File: src/rtl/ela_row_feeder_if.sv
// Row-feeder bus: ELA core request/pixel stream plus frame-source memory port.
interface ela_row_feeder_if;
    logic       req;
    logic [8:0] rom_addr;
    logic [7:0] rom_data;
    logic [7:0] in_data;
    logic       in_valid;
    logic       busy;
    logic [3:0] row_idx;
    logic       eof;

    modport slave (
        input  req, rom_data,
        output rom_addr, in_data, in_valid, busy, row_idx, eof
    );

    modport master (
        output req, rom_data,
        input  rom_addr, in_data, in_valid, busy, row_idx, eof
    );
endinterface

File: src/rtl/ela_row_feeder.sv
// Streams one frame row per request from a synchronous source memory to the ELA core,
// using a two-stage issue/read pipeline so pixels arrive gap-free in column order.
module ela_row_feeder #(
    parameter int ROW_W = 32,
    parameter int ROWS  = 16
) (
    input  logic clk,
    input  logic rst,
    ela_row_feeder_if.slave bus
);
    localparam int COL_W = (ROW_W > 1) ? $clog2(ROW_W) : 1;

    typedef enum logic [1:0] {IDLE, STREAM, END} state_t;

    state_t           state_q, state_d;
    logic [COL_W-1:0] col_q, col_d;
    logic [8:0]       rom_addr_q, rom_addr_d;
    logic [3:0]       row_idx_q, row_idx_d;
    logic             eof_q, eof_d;
    logic             iss_q, iss_d;
    logic             rd_vld_q, rd_vld_d;
    logic             in_valid_q, in_valid_d;
    logic [7:0]       in_data_q, in_data_d;
    logic             busy_q, busy_d;

    always_comb begin
        state_d    = state_q;
        col_d      = col_q;
        rom_addr_d = rom_addr_q;
        row_idx_d  = row_idx_q;
        eof_d      = eof_q;
        iss_d      = 1'b0;
        // iss marks an address on the bus; rd_vld marks rom_data answering it.
        rd_vld_d   = iss_q;
        in_valid_d = rd_vld_q;
        in_data_d  = rd_vld_q ? bus.rom_data : in_data_q;

        case (state_q)
            IDLE: begin
                if (bus.req && !eof_q) begin
                    state_d    = STREAM;
                    rom_addr_d = 9'(row_idx_q) * 9'(ROW_W);
                    col_d      = '0;
                    iss_d      = 1'b1;
                end
            end
            STREAM: begin
                if (col_q == COL_W'(ROW_W - 1)) begin
                    // Last row holds row_idx rather than wrapping; eof marks completion.
                    if (row_idx_q == 4'(ROWS - 1)) begin
                        state_d = END;
                        eof_d   = 1'b1;
                    end else begin
                        row_idx_d = row_idx_q + 4'd1;
                        state_d   = IDLE;
                    end
                end else begin
                    col_d      = col_q + COL_W'(1);
                    rom_addr_d = rom_addr_q + 9'd1;
                    iss_d      = 1'b1;
                end
            end
            default: begin
                state_d = END;
            end
        endcase

        busy_d = iss_d | rd_vld_d | in_valid_d;
    end

    always_ff @(posedge clk or posedge rst) begin
        if (rst) begin
            state_q    <= IDLE;
            col_q      <= '0;
            rom_addr_q <= '0;
            row_idx_q  <= '0;
            eof_q      <= 1'b0;
            iss_q      <= 1'b0;
            rd_vld_q   <= 1'b0;
            in_valid_q <= 1'b0;
            in_data_q  <= '0;
            busy_q     <= 1'b0;
        end else begin
            state_q    <= state_d;
            col_q      <= col_d;
            rom_addr_q <= rom_addr_d;
            row_idx_q  <= row_idx_d;
            eof_q      <= eof_d;
            iss_q      <= iss_d;
            rd_vld_q   <= rd_vld_d;
            in_valid_q <= in_valid_d;
            in_data_q  <= in_data_d;
            busy_q     <= busy_d;
        end
    end

    assign bus.rom_addr = rom_addr_q;
    assign bus.in_data  = in_data_q;
    assign bus.in_valid = in_valid_q;
    assign bus.busy     = busy_q;
    assign bus.row_idx  = row_idx_q;
    assign bus.eof      = eof_q;
endmodule

File: src/flat_wrapper.sv
// flat-port wrapper written by rule: the top's interface ports become plain ports
module ela_row_feeder_flat 
#(
    parameter int ROW_W = 32,
    parameter int ROWS  = 16
)
  (clk, rst, bus_req, bus_rom_data, bus_rom_addr, bus_in_data, bus_in_valid, bus_busy, bus_row_idx, bus_eof);
  ela_row_feeder_if bus_i ();
  input  logic clk;
  input  logic rst;
  input wire logic [$bits(bus_i.req)-1:0] bus_req;
  input wire logic [$bits(bus_i.rom_data)-1:0] bus_rom_data;
  output wire logic [$bits(bus_i.rom_addr)-1:0] bus_rom_addr;
  output wire logic [$bits(bus_i.in_data)-1:0] bus_in_data;
  output wire logic [$bits(bus_i.in_valid)-1:0] bus_in_valid;
  output wire logic [$bits(bus_i.busy)-1:0] bus_busy;
  output wire logic [$bits(bus_i.row_idx)-1:0] bus_row_idx;
  output wire logic [$bits(bus_i.eof)-1:0] bus_eof;
  assign bus_i.req = bus_req;
  assign bus_i.rom_data = bus_rom_data;
  assign bus_rom_addr = bus_i.rom_addr;
  assign bus_in_data = bus_i.in_data;
  assign bus_in_valid = bus_i.in_valid;
  assign bus_busy = bus_i.busy;
  assign bus_row_idx = bus_i.row_idx;
  assign bus_eof = bus_i.eof;
  ela_row_feeder #(.ROW_W(ROW_W), .ROWS(ROWS)) u_core (.clk(clk), .rst(rst), .bus(bus_i));
endmodule
File: config.mk
export PLATFORM = sky130hd
export DESIGN_NAME = ela_row_feeder_flat
export DESIGN_NICKNAME = d
export VERILOG_FILES = /design/src/rtl/ela_row_feeder_if.sv /design/src/rtl/ela_row_feeder.sv /design/src/flat_wrapper.sv
export SDC_FILE = /design/constraint.sdc
export NUM_CORES = 1
export LEC_CHECK = 0
export ABC_AREA = 0
export ABC_CLOCK_PERIOD_IN_PS = 2200
export CAP_MARGIN = 30
export CORE_MARGIN = 2
export CORE_UTILIZATION = 44
export DETAILED_ROUTE_END_ITERATION = 7
export PLACE_DENSITY = 0.74
export SYNTH_ARGS = -nofsm -noshare
export SYNTH_HDL_FRONTEND = slang
export SYNTH_SLANG_ARGS = --single-unit
File: constraint.sdc
create_clock -name clk -period 2.2 [get_ports clk]
set_input_delay 0.55 -clock clk [delete_from_list [all_inputs] [get_ports clk]]
set_output_delay 0.55 -clock clk [all_outputs]
set_load 0.01 [all_outputs]
==> metrics.csv <==
stage,metric,value,unit
finish,Final Instance Area,0.00194,mm^2
placed_design,placed insts,202,
placed_design,hpwl dp,2260,um
worst_setup_path,CP Max Fanout,5,
timing,slew margin rel.,72.9,%
detailed_routing,antenna-violating nets left,0,
cts,CTS Sinks,33,
status,outcome,finished clean,
logic_synthesis,mapped cell area,0.00145,mm^2
timing,Final setup viols,0,
finish,nets@finish,180,
global_routing,GR Overflow Total,0,
logic_synthesis,top_reg_cell synth,dfrtp_1,
cts,clock tree buffer depth,2,
placed_design,Placer Congestion,0.789,
cts,worst skew pair latency,0.33,ns
timing,final-report max-slew violation count,0,
power,P_leak,0.864,nW
global_routing,GRT Util Overall,18.7,%
placed_design,Post-DP Area,0.00187,mm^2
hold_path,Hold WC Path Type,reg -> reg,
worst_setup_path,Setup crit start kind,flip-flop,
logic_synthesis,Yosys top cell by area,dfrtp_1,
global_routing,first-pass GRT wire length,4960,um
finish,Layout area overhead,34.4,%
timing,actual slew at the worst max-slew pin,0.406,ns
worst_setup_path,crit end category,flip-flop,
finish,multi-input logic area,577,um^2
logic_synthesis,"Seq/Total Area, Yosys",57.1,%
die,Initial Util,47.0,%
timing,Final period util,91.4,%
cts,Root Driver,clkbuf_4,
logic_synthesis,asr flop ratio synth,100,%
logic_synthesis,syn avg cell area,11.9,um^2
cts,Clock transition at path regs,0.09,ns
logic_synthesis,YS warnings,0,
detailed_routing,vias per cell,5.03,
worst_setup_path,worst path arrival time,2.23,ns
cts,CTS resizes,0,
global_routing,largest net degree at the start of global routing,34,
detailed_routing,DR vias,1051,
power,Pwr Total,2.34,mW
detailed_routing,Starting DRT DRC Count,24,
global_routing,gr busiest metal,met2,
detailed_routing,TritonRoute pass-1 iters,4,
die,I/O pin cnt,35,
die,number of cell rows,20,
flow_run,max cap viols,0,
cts,CTS tree,built,
global_routing,grt met2 use,28.7,%
timing,TNS Setup,0,ns
finish,Fillers,260,
cts,postcts setup bufs,0,
logic_synthesis,Synth cell types,36,
detailed_routing,Avg WL per Cell,14.1,um
logic_synthesis,largest cells by area after synthesis,"dfrtp_1 (57%), mux2_1 (6.2%), nand2_1 (4.2%), ha_1 (3.5%), xor2_1 (3.0%)",
die,area of the die,0.00376,mm^2
finish,number of diodes,0,
global_routing,vias in the first global route,1056,
detailed_routing,WL final,2950,um
finish,share of layout cells above drive strength 1,12.7,%
finish,Reg area,826,um^2
cts,CTS Hold Bufs,0,
logic_synthesis,"EDFF count, synth",0,
logic_synthesis,Seq cells post-synth,33,
global_routing,met3 usage,5.67,%
global_routing,met1 Use GR,25.0,%
finish,Post-Route Utilization,63.1,%
timing,Final Skew,0.00595,ns
timing,RSZ-0062 raised after global routing,false,
detailed_routing,DRC viols,0,
worst_setup_path,Setup Crit Path Kind,reg -> reg,
finish,final non-filler cell total,209,
power,Worst VDD drop,498,uV
die,Die Ht,61.3,um
placed_design,PortBufs,34,
cts,CTS H-tree lvls,2,
die,Die X,61.3,um
worst_setup_path,"setup slack, reg-to-reg",0.19,ns
timing,Final min period,2.01,ns
cts,CTS buffer count,5,
power,pwr dens,1210,mW/mm^2
global_routing,initial antenna violation count,0,
logic_synthesis,syn_nets,136,
logic_synthesis,top-area cell type share of the netlist area,57.1,%
timing,final-report hold violation count,0,
die,core area,0.00308,mm^2
worst_setup_path,CP Data Required Time,2.42,ns
logic_synthesis,Synth Instances,121,
timing,fmax,497,MHz
[path summary, 6_finish.rpt]
kind / startpoint / end / cells past startpoint
min in group asynchronous: rst / u_core.bus.in_data[4]$_DFFE_PP0P_ / 3
worst max-delay path: u_core.col_q[0]$_DFFE_PP0P_ / u_core.bus.rom_addr[7]$_DFFE_PP0P_ / 8
max in group asynchronous: rst / u_core.bus.rom_addr[6]$_DFFE_PP0P_ / 3
worst max register to register: u_core.col_q[0]$_DFFE_PP0P_ / u_core.bus.rom_addr[7]$_DFFE_PP0P_ / 8
worst min-delay path: u_core.iss_q$_DFF_PP0_ / u_core.in_valid_d$_DFF_PP0_ / 0
worst min register to register: u_core.iss_q$_DFF_PP0_ / u_core.in_valid_d$_DFF_PP0_ / 0
[worst max-delay path, cell delays in order, from the launching register on]
cell     delay, ns
dfrtp_1       0.42
ha_1          0.23
and3_1        0.19
ha_1          0.24
nor3b_2       0.23
nor2_2        0.11
buf_4         0.17
o32ai_2       0.25
a31oi_1       0.06
[registers in the layout, summed over array words and instances, names as in the netlist]
register             flops
u_core.in_valid_d        1
u_core.state_q           2
u_core.bus.rom_addr      9
u_core.col_q             5
u_core.iss_q             1
u_core.bus.busy          1
u_core.bus.in_data       8
u_core.bus.row_idx       4
u_core.bus.in_valid      1
u_core.bus.eof           1
[power by group]
| part | total [mW] | switching [mW] | leakage [nW] | internal (mW) |
|---|---|---|---|---|
| Clock | 0.426 | 0.195 | 0.0410 | 0.231 |
| Sequential | 0.999 | 0.197 | 0.390 | 0.801 |
| Combinational | 0.920 | 0.400 | 0.433 | 0.520 |
| Total | 2.34 | 0.792 | 0.864 | 1.55 |
[metal layers]
layer	wire [um]	vias to the layer above	share of wire [%]
met3	96	7	3.3
met1	1300	515	44
met2	1490	18	51
met5	0	-	0
met4	63	0	2.1
li1	-	511	-
[cell type report]
| type | count | share of cell area (%) |
|---|---|---|
| clock buffers | 5 | 1.93 |
| clock inverters | 2 | 1.80 |
| inverters | 5 | 0.966 |
| multi-input cells | 79 | 29.7 |
| flip-flops and latches | 33 | 42.5 |
| well taps | 44 | 2.84 |
| repair buffers | 41 | 20.2 |
[through the flow]
step | setup slack [ns] | hold WS [ns]
finish | 0.189 | 0.386
floorplan | 0.193 | 0.348
CTS | 0.191 | 0.390
global route | 0.0415 | 0.394
detailed placement | 0.117 | 0.367
global placement | 0.147 | 0.355
[cell usage after synthesis (all sizes together) (4+ instances only)]
cell type	instances
inv	5
o21ai	4
mux2	9
ha	4
xor2	5
dfrtp	33
nand2	16
nor2	8
[cells by family (layout without fill, tap and decap cells)]
group | count (synthesis) | count (layout) | synth area share (%)
AO/OA/AOI/OAI | 17 | 17 | 8.66
XOR/XNOR | 8 | 8 | 4.85
AND/OR/NAND/NOR | 41 | 41 | 15.7
adder cells (fa/ha/maj) | 4 | 4 | 3.46
multiplexers | 9 | 9 | 7.27
flip-flops | 33 | 33 | 57.1
buffers and inverters | 9 | 53 | 2.94
[layout by cell type (no fill, tap or decap), types with 2 or more instances in the layout]
master	count
clkdlybuf4s50_1	34
dfrtp_1	33
nand2_1	16
mux2_1	8
nor2_1	7
buf_4	7
xor2_1	5
clkbuf_4	5
ha_1	4
nand4_1	3
nand3_1	3
xnor2_1	3
a21oi_1	3
inv_1	3
and3_1	3
o21ai_1	3
inv_2	2
or3_1	2
a31o_1	2
(Power assumes the default switching activity.)
